### src/rtl/decode_67b_framer.sv
// Receive framer for 67-bit blocks: header-lock search by bit slip,
// payload de-inversion and windowed header-error monitoring.
module decode_67b_framer #(
  parameter int DATA_W        = 64,
  parameter int GOOD_SYNC_CNT = 64,
  parameter int ERR_WINDOW    = 64,
  parameter int ERR_LIMIT     = 16,
  parameter int SLIP_WAIT     = 2,
  parameter bit INVERT_EN     = 1'b1
) (
  input  logic              USER_CLK,
  input  logic              SYSTEM_RESET,
  input  logic [DATA_W+2:0] DATA_IN,
  input  logic              DATA_IN_VALID,
  input  logic              PASSTHROUGH,
  output logic [DATA_W-1:0] DATA_OUT,
  output logic [1:0]        HEADER_OUT,
  output logic              DATA_OUT_VALID,
  output logic              HEADER_ERR,
  output logic              LOCKED,
  output logic [6:0]        CANDIDATE,
  output logic              LOCK_LOSS,
  output logic [15:0]       BAD_HDR_CNT
);

  localparam int FW = DATA_W + 3;

  localparam logic [1:0] ST_SYNC = 2'd0;
  localparam logic [1:0] ST_SLIP = 2'd1;
  localparam logic [1:0] ST_LOCK = 2'd2;

  localparam logic [6:0]  LAST_CAND = 7'(FW - 1);
  localparam logic [15:0] GOOD_LAST = 16'(GOOD_SYNC_CNT - 1);
  localparam logic [15:0] WIN_LAST  = 16'(ERR_WINDOW - 1);
  localparam logic [15:0] ERR_LAST  = 16'(ERR_LIMIT - 1);
  localparam logic [3:0]  WAIT_LAST = 4'(SLIP_WAIT - 1);

  logic [FW-1:0]     r_rx;
  logic [2*FW-1:0]   r_common;
  logic              r_primed;
  logic              r_v1;
  logic [1:0]        r_state;
  logic [6:0]        r_cand;
  logic [15:0]       r_good;
  logic [15:0]       r_win;
  logic [15:0]       r_err;
  logic [3:0]        r_wait;
  logic [15:0]       r_bad_cnt;
  logic              r_lock_loss;
  logic [DATA_W-1:0] r_data_out;
  logic [1:0]        r_hdr_out;
  logic              r_dvalid;
  logic              r_hdr_err;

  logic [FW-1:0]     w_aligned;
  logic              w_hdr_ok;
  logic [DATA_W-1:0] w_payload;
  logic              w_eval;
  logic [6:0]        w_cand_inc;

  logic [1:0]        w_state_n;
  logic [6:0]        w_cand_n;
  logic [15:0]       w_good_n;
  logic [15:0]       w_win_n;
  logic [15:0]       w_err_n;
  logic [3:0]        w_wait_n;
  logic [15:0]       w_bad_n;
  logic              w_loss_n;

  // Offset k picks k trailing bits of the older word plus the top of the newer.
  assign w_aligned = r_common[r_cand +: FW];
  assign w_hdr_ok  = w_aligned[FW-2] ^ w_aligned[FW-3];
  assign w_payload = (INVERT_EN && w_aligned[FW-1])
                   ? ~w_aligned[DATA_W-1:0]
                   :  w_aligned[DATA_W-1:0];

  // The aligned word is judged once, when the next valid word arrives.
  assign w_eval     = DATA_IN_VALID && r_primed && !PASSTHROUGH;
  assign w_cand_inc = (r_cand == LAST_CAND) ? 7'd0 : r_cand + 7'd1;

  always_comb begin
    w_state_n = r_state;
    w_cand_n  = r_cand;
    w_good_n  = r_good;
    w_win_n   = r_win;
    w_err_n   = r_err;
    w_wait_n  = r_wait;
    w_bad_n   = r_bad_cnt;
    w_loss_n  = 1'b0;
    if (PASSTHROUGH) begin
      w_state_n = ST_SYNC;
      w_cand_n  = 7'd0;
      w_good_n  = 16'd0;
      w_win_n   = 16'd0;
      w_err_n   = 16'd0;
      w_wait_n  = 4'd0;
    end else if (w_eval) begin
      unique case (1'b1)
        (r_state == ST_SYNC): begin
          if (w_hdr_ok) begin
            if (r_good == GOOD_LAST) begin
              w_state_n = ST_LOCK;
              w_good_n  = 16'd0;
              w_win_n   = 16'd0;
              w_err_n   = 16'd0;
            end else begin
              w_good_n = r_good + 16'd1;
            end
          end else begin
            w_good_n  = 16'd0;
            w_cand_n  = w_cand_inc;
            w_wait_n  = 4'd0;
            w_state_n = (SLIP_WAIT == 0) ? ST_SYNC : ST_SLIP;
          end
        end
        (r_state == ST_SLIP): begin
          if (r_wait == WAIT_LAST) begin
            w_wait_n  = 4'd0;
            w_state_n = ST_SYNC;
          end else begin
            w_wait_n = r_wait + 4'd1;
          end
        end
        (r_state == ST_LOCK): begin
          if (!w_hdr_ok && r_bad_cnt != 16'hFFFF)
            w_bad_n = r_bad_cnt + 16'd1;
          // The error limit wins over a window that ends on the same word.
          if (!w_hdr_ok && r_err == ERR_LAST) begin
            w_state_n = ST_SYNC;
            w_loss_n  = 1'b1;
            w_good_n  = 16'd0;
            w_win_n   = 16'd0;
            w_err_n   = 16'd0;
            w_wait_n  = 4'd0;
          end else if (r_win == WIN_LAST) begin
            w_win_n = 16'd0;
            w_err_n = 16'd0;
          end else begin
            w_win_n = r_win + 16'd1;
            if (!w_hdr_ok)
              w_err_n = r_err + 16'd1;
          end
        end
        default: begin
          w_state_n = ST_SYNC;
        end
      endcase
    end
  end

  always_ff @(posedge USER_CLK) begin
    if (SYSTEM_RESET) begin
      r_rx        <= '0;
      r_common    <= '0;
      r_primed    <= 1'b0;
      r_v1        <= 1'b0;
      r_state     <= ST_SYNC;
      r_cand      <= 7'd0;
      r_good      <= 16'd0;
      r_win       <= 16'd0;
      r_err       <= 16'd0;
      r_wait      <= 4'd0;
      r_bad_cnt   <= 16'd0;
      r_lock_loss <= 1'b0;
      r_data_out  <= '0;
      r_hdr_out   <= 2'b00;
      r_dvalid    <= 1'b0;
      r_hdr_err   <= 1'b0;
    end else begin
      r_state     <= w_state_n;
      r_cand      <= w_cand_n;
      r_good      <= w_good_n;
      r_win       <= w_win_n;
      r_err       <= w_err_n;
      r_wait      <= w_wait_n;
      r_bad_cnt   <= w_bad_n;
      r_lock_loss <= w_loss_n;
      r_v1        <= DATA_IN_VALID;
      if (DATA_IN_VALID) begin
        r_rx     <= DATA_IN;
        r_common <= {r_rx, DATA_IN};
        r_primed <= 1'b1;
      end
      r_dvalid <= r_v1 && ((r_state == ST_LOCK) || PASSTHROUGH);
      if (r_v1) begin
        r_data_out <= w_payload;
        r_hdr_out  <= w_aligned[FW-2:FW-3];
        r_hdr_err  <= !w_hdr_ok;
      end
    end
  end

  assign DATA_OUT       = r_data_out;
  assign HEADER_OUT     = r_hdr_out;
  assign DATA_OUT_VALID = r_dvalid;
  assign HEADER_ERR     = r_hdr_err;
  assign LOCKED         = (r_state == ST_LOCK);
  assign CANDIDATE      = r_cand;
  assign LOCK_LOSS      = r_lock_loss;
  assign BAD_HDR_CNT    = r_bad_cnt;

endmodule
### config.mk
export PLATFORM = sky130hd
export DESIGN_NAME = decode_67b_framer
export DESIGN_NICKNAME = d
export VERILOG_FILES = /design/src/rtl/decode_67b_framer.sv
export SDC_FILE = /design/constraint.sdc
export NUM_CORES = 1
export LEC_CHECK = 0
export ABC_CLOCK_PERIOD_IN_PS = 3300
export BUFFER_PORTS_ARGS = -buffer_cell sky130_fd_sc_hd__buf_2
export CAP_MARGIN = 40
export CORE_MARGIN = 8
export CORE_UTILIZATION = 57
export CTS_BUF_LIST = sky130_fd_sc_hd__clkbuf_4
export CTS_CLUSTER_DIAMETER = 60
export DETAILED_ROUTE_END_ITERATION = 10
export GPL_ROUTABILITY_DRIVEN = 1
export PLACE_DENSITY_LB_ADDON = 0.05
export SKIP_LAST_GASP = 1
export SLEW_MARGIN = 20
export SYNTH_ARGS = -nofsm -noshare
export SYNTH_HDL_FRONTEND = slang
export SYNTH_SLANG_ARGS = --single-unit
### constraint.sdc
create_clock -name USER_CLK -period 3.3 [get_ports USER_CLK]
set_input_delay 0.33 -clock USER_CLK [delete_from_list [all_inputs] [get_ports USER_CLK]]
set_output_delay 0.33 -clock USER_CLK [all_outputs]
set_load 0.05 [all_outputs]
==> impl_metrics.tcl <==
set metrics [dict create \
    status "finished, violations left" \
    violations "negative setup slack" \
    yosys_warnings 0 \
    cp_max_fo 8 \
    track_usage_pct 33.1 \
    cp-end-kind "register" \
    post-route-period-util_pct 105 \
    period_minus_slack_ns 3.45 \
    postSynthCellCount 2272 \
    critPathRequiredTime_ns 3.94 \
    io_buffer_count 163 \
    hpwl_um 57000 \
    netlist-cell-type-count 71 \
    drive_gt1_share_pct 34.8 \
    synthTopCellsByArea "dfxtp_1, mux4_2, mux2i_1" \
    rsz0062_at_grt "yes" \
    io-pin-count 164 \
    synth_area_per_cell_um2 9.44 \
    ys_ff_latch 282 \
    grt_pass1_vias 19300 \
    place_area_mm2 0.0243 \
    setup_ws_ns -0.149 \
    p_per_area_mw_per_mm2 325 \
    p_leak_nw 11.3 \
    placedCellCount 3009 \
    synth_top_area_share_pct 26.3 \
    cts_tree "done" \
    tightest_slew_ns 1.20 \
    antenna_found_initial 4 \
    stdcell_area_mm2 0.0265 \
    gr-total-overflow 0 \
    die_height_um 210 \
    area_growth_syn_to_layout_pct 23.4 \
    layout_common_cells "nor2_1, mux2i_1, dfxtp_1" \
    relSlewSlack_pct 19.7 \
    die_x_um 210 \
    critPathLaunchType "register" \
    rows 71 \
    wl_um 76600 \
    layout_commonest_cell "nor2_1" \
    vias 20300 \
    clockRootBuffer "clkbuf_4" \
    cts.sink_count 282 \
    max_freq_ghz 0.290 \
    yosysTopAreaCell "dfxtp_1" \
    synth.net_count 2351 \
    clk_pin_slew_ns 0.06 \
    arrival_ns 4.08 \
    worstHoldStart "DATA_IN[28]" \
    synth-async-reset-ratio_pct 0 \
    fin_nets 2752 \
    clock_latency_ns 0.79 \
    viasPerCell 6.27 \
    cts_buffer_depth 3 \
    finalSetupViolCount 39 \
    ir_worst_vdd_uv 370 \
    finalHoldViolCount 0 \
    grt_max_degree 135 \
    holdPathStages 4 \
    ff2ff_path_depth 13 \
    cts.htree.levels 3 \
    reg2reg_slack_ns -0.15 \
    drtIter0Drc 2402 \
    cts_made_buffers 78 \
    critPathKind "register to register" \
    finClkSkew_ns 0.0513 \
    cap_violations 0 \
    grt_first_pass_wirelength_um 114000 \
    worst_r2r_endpoint "BAD_HDR_CNT[4]" \
    yosys_most_used_dff "dfxtp_1" \
    hold_class "input port to register" \
    netlist_area_mm2 0.0214 \
    fin_cells 3232 \
    core_area_mm2 0.0374 \
    drc 0 \
    ys_seq_area_share_pct 26.3 \
    synth-edff-count 0 \
    maxSlewViolCount 0 \
    routedWlPerCell_um 23.7 \
    fp.dieArea_mm2 0.0441 \
    first_pass_iters 6 \
    worstHoldEndpoint "r_rx[28]" \
    gp_congestion 1.06 \
    final_antenna_net_count 0 \
    initial_utilization_pct 57.3 \
    reg2reg_from "CANDIDATE[0]" \
]
==> how the worst max path moves through the flow <==
stage / startpoint / end / depth (start not counted)
after global placement: CANDIDATE[1] / r_wait[1] / 11
after detailed placement: CANDIDATE[1] / r_wait[3] / 11
after CTS: CANDIDATE[0] / r_good[15] / 10
final: CANDIDATE[0] / BAD_HDR_CNT[4] / 13
after global routing: CANDIDATE[0] / BAD_HDR_CNT[13] / 13
after floorplan: CANDIDATE[1] / r_err[15] / 11
==> layout make-up <==
cell class / instances / area, µm²
Sequential cell: 282 / 5670
Timing Repair Buffer: 515 / 4080
Antenna cell: 1 / 2.50
Fill cell: 2896 / 10900
Clock inverter: 18 / 103
Inverter: 35 / 139
Clock buffer: 109 / 818
Multi-Input combinational cell: 1761 / 15000
Tap cell: 511 / 639
==> kinds of logic (layout without fill, tap and decap cells) <==
family,after synthesis,in the layout,share of synthesized area (%)
xor+xnor,100,100,4.08
mux,613,613,40.2
simple gates,725,725,14.6
flops,282,282,26.3
buf+inv,230,677,4.66
other cells,0,1,0
compound gates,314,315,9.64
fa+ha+maj,8,8,0.467
==> power by group <==
part	switching [mW]	total, mW	internal [mW]
clock	1.47	3.06	1.59
sequential	0.171	3.71	3.54
combinational	1.02	1.84	0.824
total	2.67	8.61	5.95
==> stage by stage <==
| stage | setup TNS, ns | total power [mW] | worst slack, ns | utilization, % | hold slack, ns |
|---|---|---|---|---|---|
| floorplan | 0 | 4.82 | 0.00332 | - | 0.435 |
| global placement | -4.59 | 5.44 | -0.183 | 64.8 | 0.452 |
| detailed placement | -9.06 | 5.47 | -0.256 | 64.9 | 0.460 |
| CTS | -0.0453 | 8.61 | -0.0272 | 69.6 | 0.246 |
| global route | -8.26 | 8.98 | -0.192 | 70.8 | 0.313 |
| finish | -1.83 | 8.61 | -0.149 | 70.8 | 0.308 |
==> metal layers <==
layer | part of all wire [%] | track usage (%) | vias to the layer above | wire length (µm)
li1 | - | - | 9221 | -
met1 | 41 | 44.1 | 9783 | 31300
met2 | 44 | 49.9 | 1040 | 33800
met3 | 9.9 | 8.53 | 224 | 7600
met4 | 5.1 | 16.1 | 4 | 3940
met5 | 0.027 | 0 | - | 21
==> timing repair <==
item | in CTS | in global routing
hold endpoints to repair | 89 | 0
gates cloned | 0 | 6
resized for setup | 13 | 56
pin swaps | 4 | 19
setup buffers | 9 | 9
hold buffers | 71 | 0
endpoints found under the setup margin | 102 | 134
==> synthesized netlist by cell type, drive strengths merged, types with 9 or more instances <==
cell type	instances
a211oi	61
a21oi	68
a31oi	12
and2	11
and3	25
buf	92
clkbuf	103
dfxtp	282
inv	35
mux2	142
mux2i	286
mux4	185
nand2	192
nand2b	15
nand3	36
nand4	22
nor2	364
nor3	15
nor4	10
o21ai	62
o22ai	48
or3	9
xnor2	28
xor2	72
==> critical path, cell delays in order (launching register included) <==
cell and delay [ns]:
dfxtp_4 0.38, buf_8 0.15, mux4_2 0.56, a32o_1 0.23, a2111o_1 0.48, or2_1 0.27, o32a_4 0.23, buf_6 0.14
a211oi_4 0.21, buf_4 0.16, buf_12 0.12, nand4_1 0.13, xor2_1 0.21, nor2_1 0.06
==> sequential cells by signal, summed over array words and instances (netlist names), 2 cells and up <==
| name | cells |
|---|---|
| BAD_HDR_CNT | 16 |
| CANDIDATE | 7 |
| DATA_OUT | 64 |
| HEADER_OUT | 2 |
| r_common | 68 |
| r_err | 16 |
| r_good | 16 |
| r_rx | 66 |
| r_state | 2 |
| r_wait | 4 |
| r_win | 16 |
Note: power is estimated with default switching activity, not from simulation.
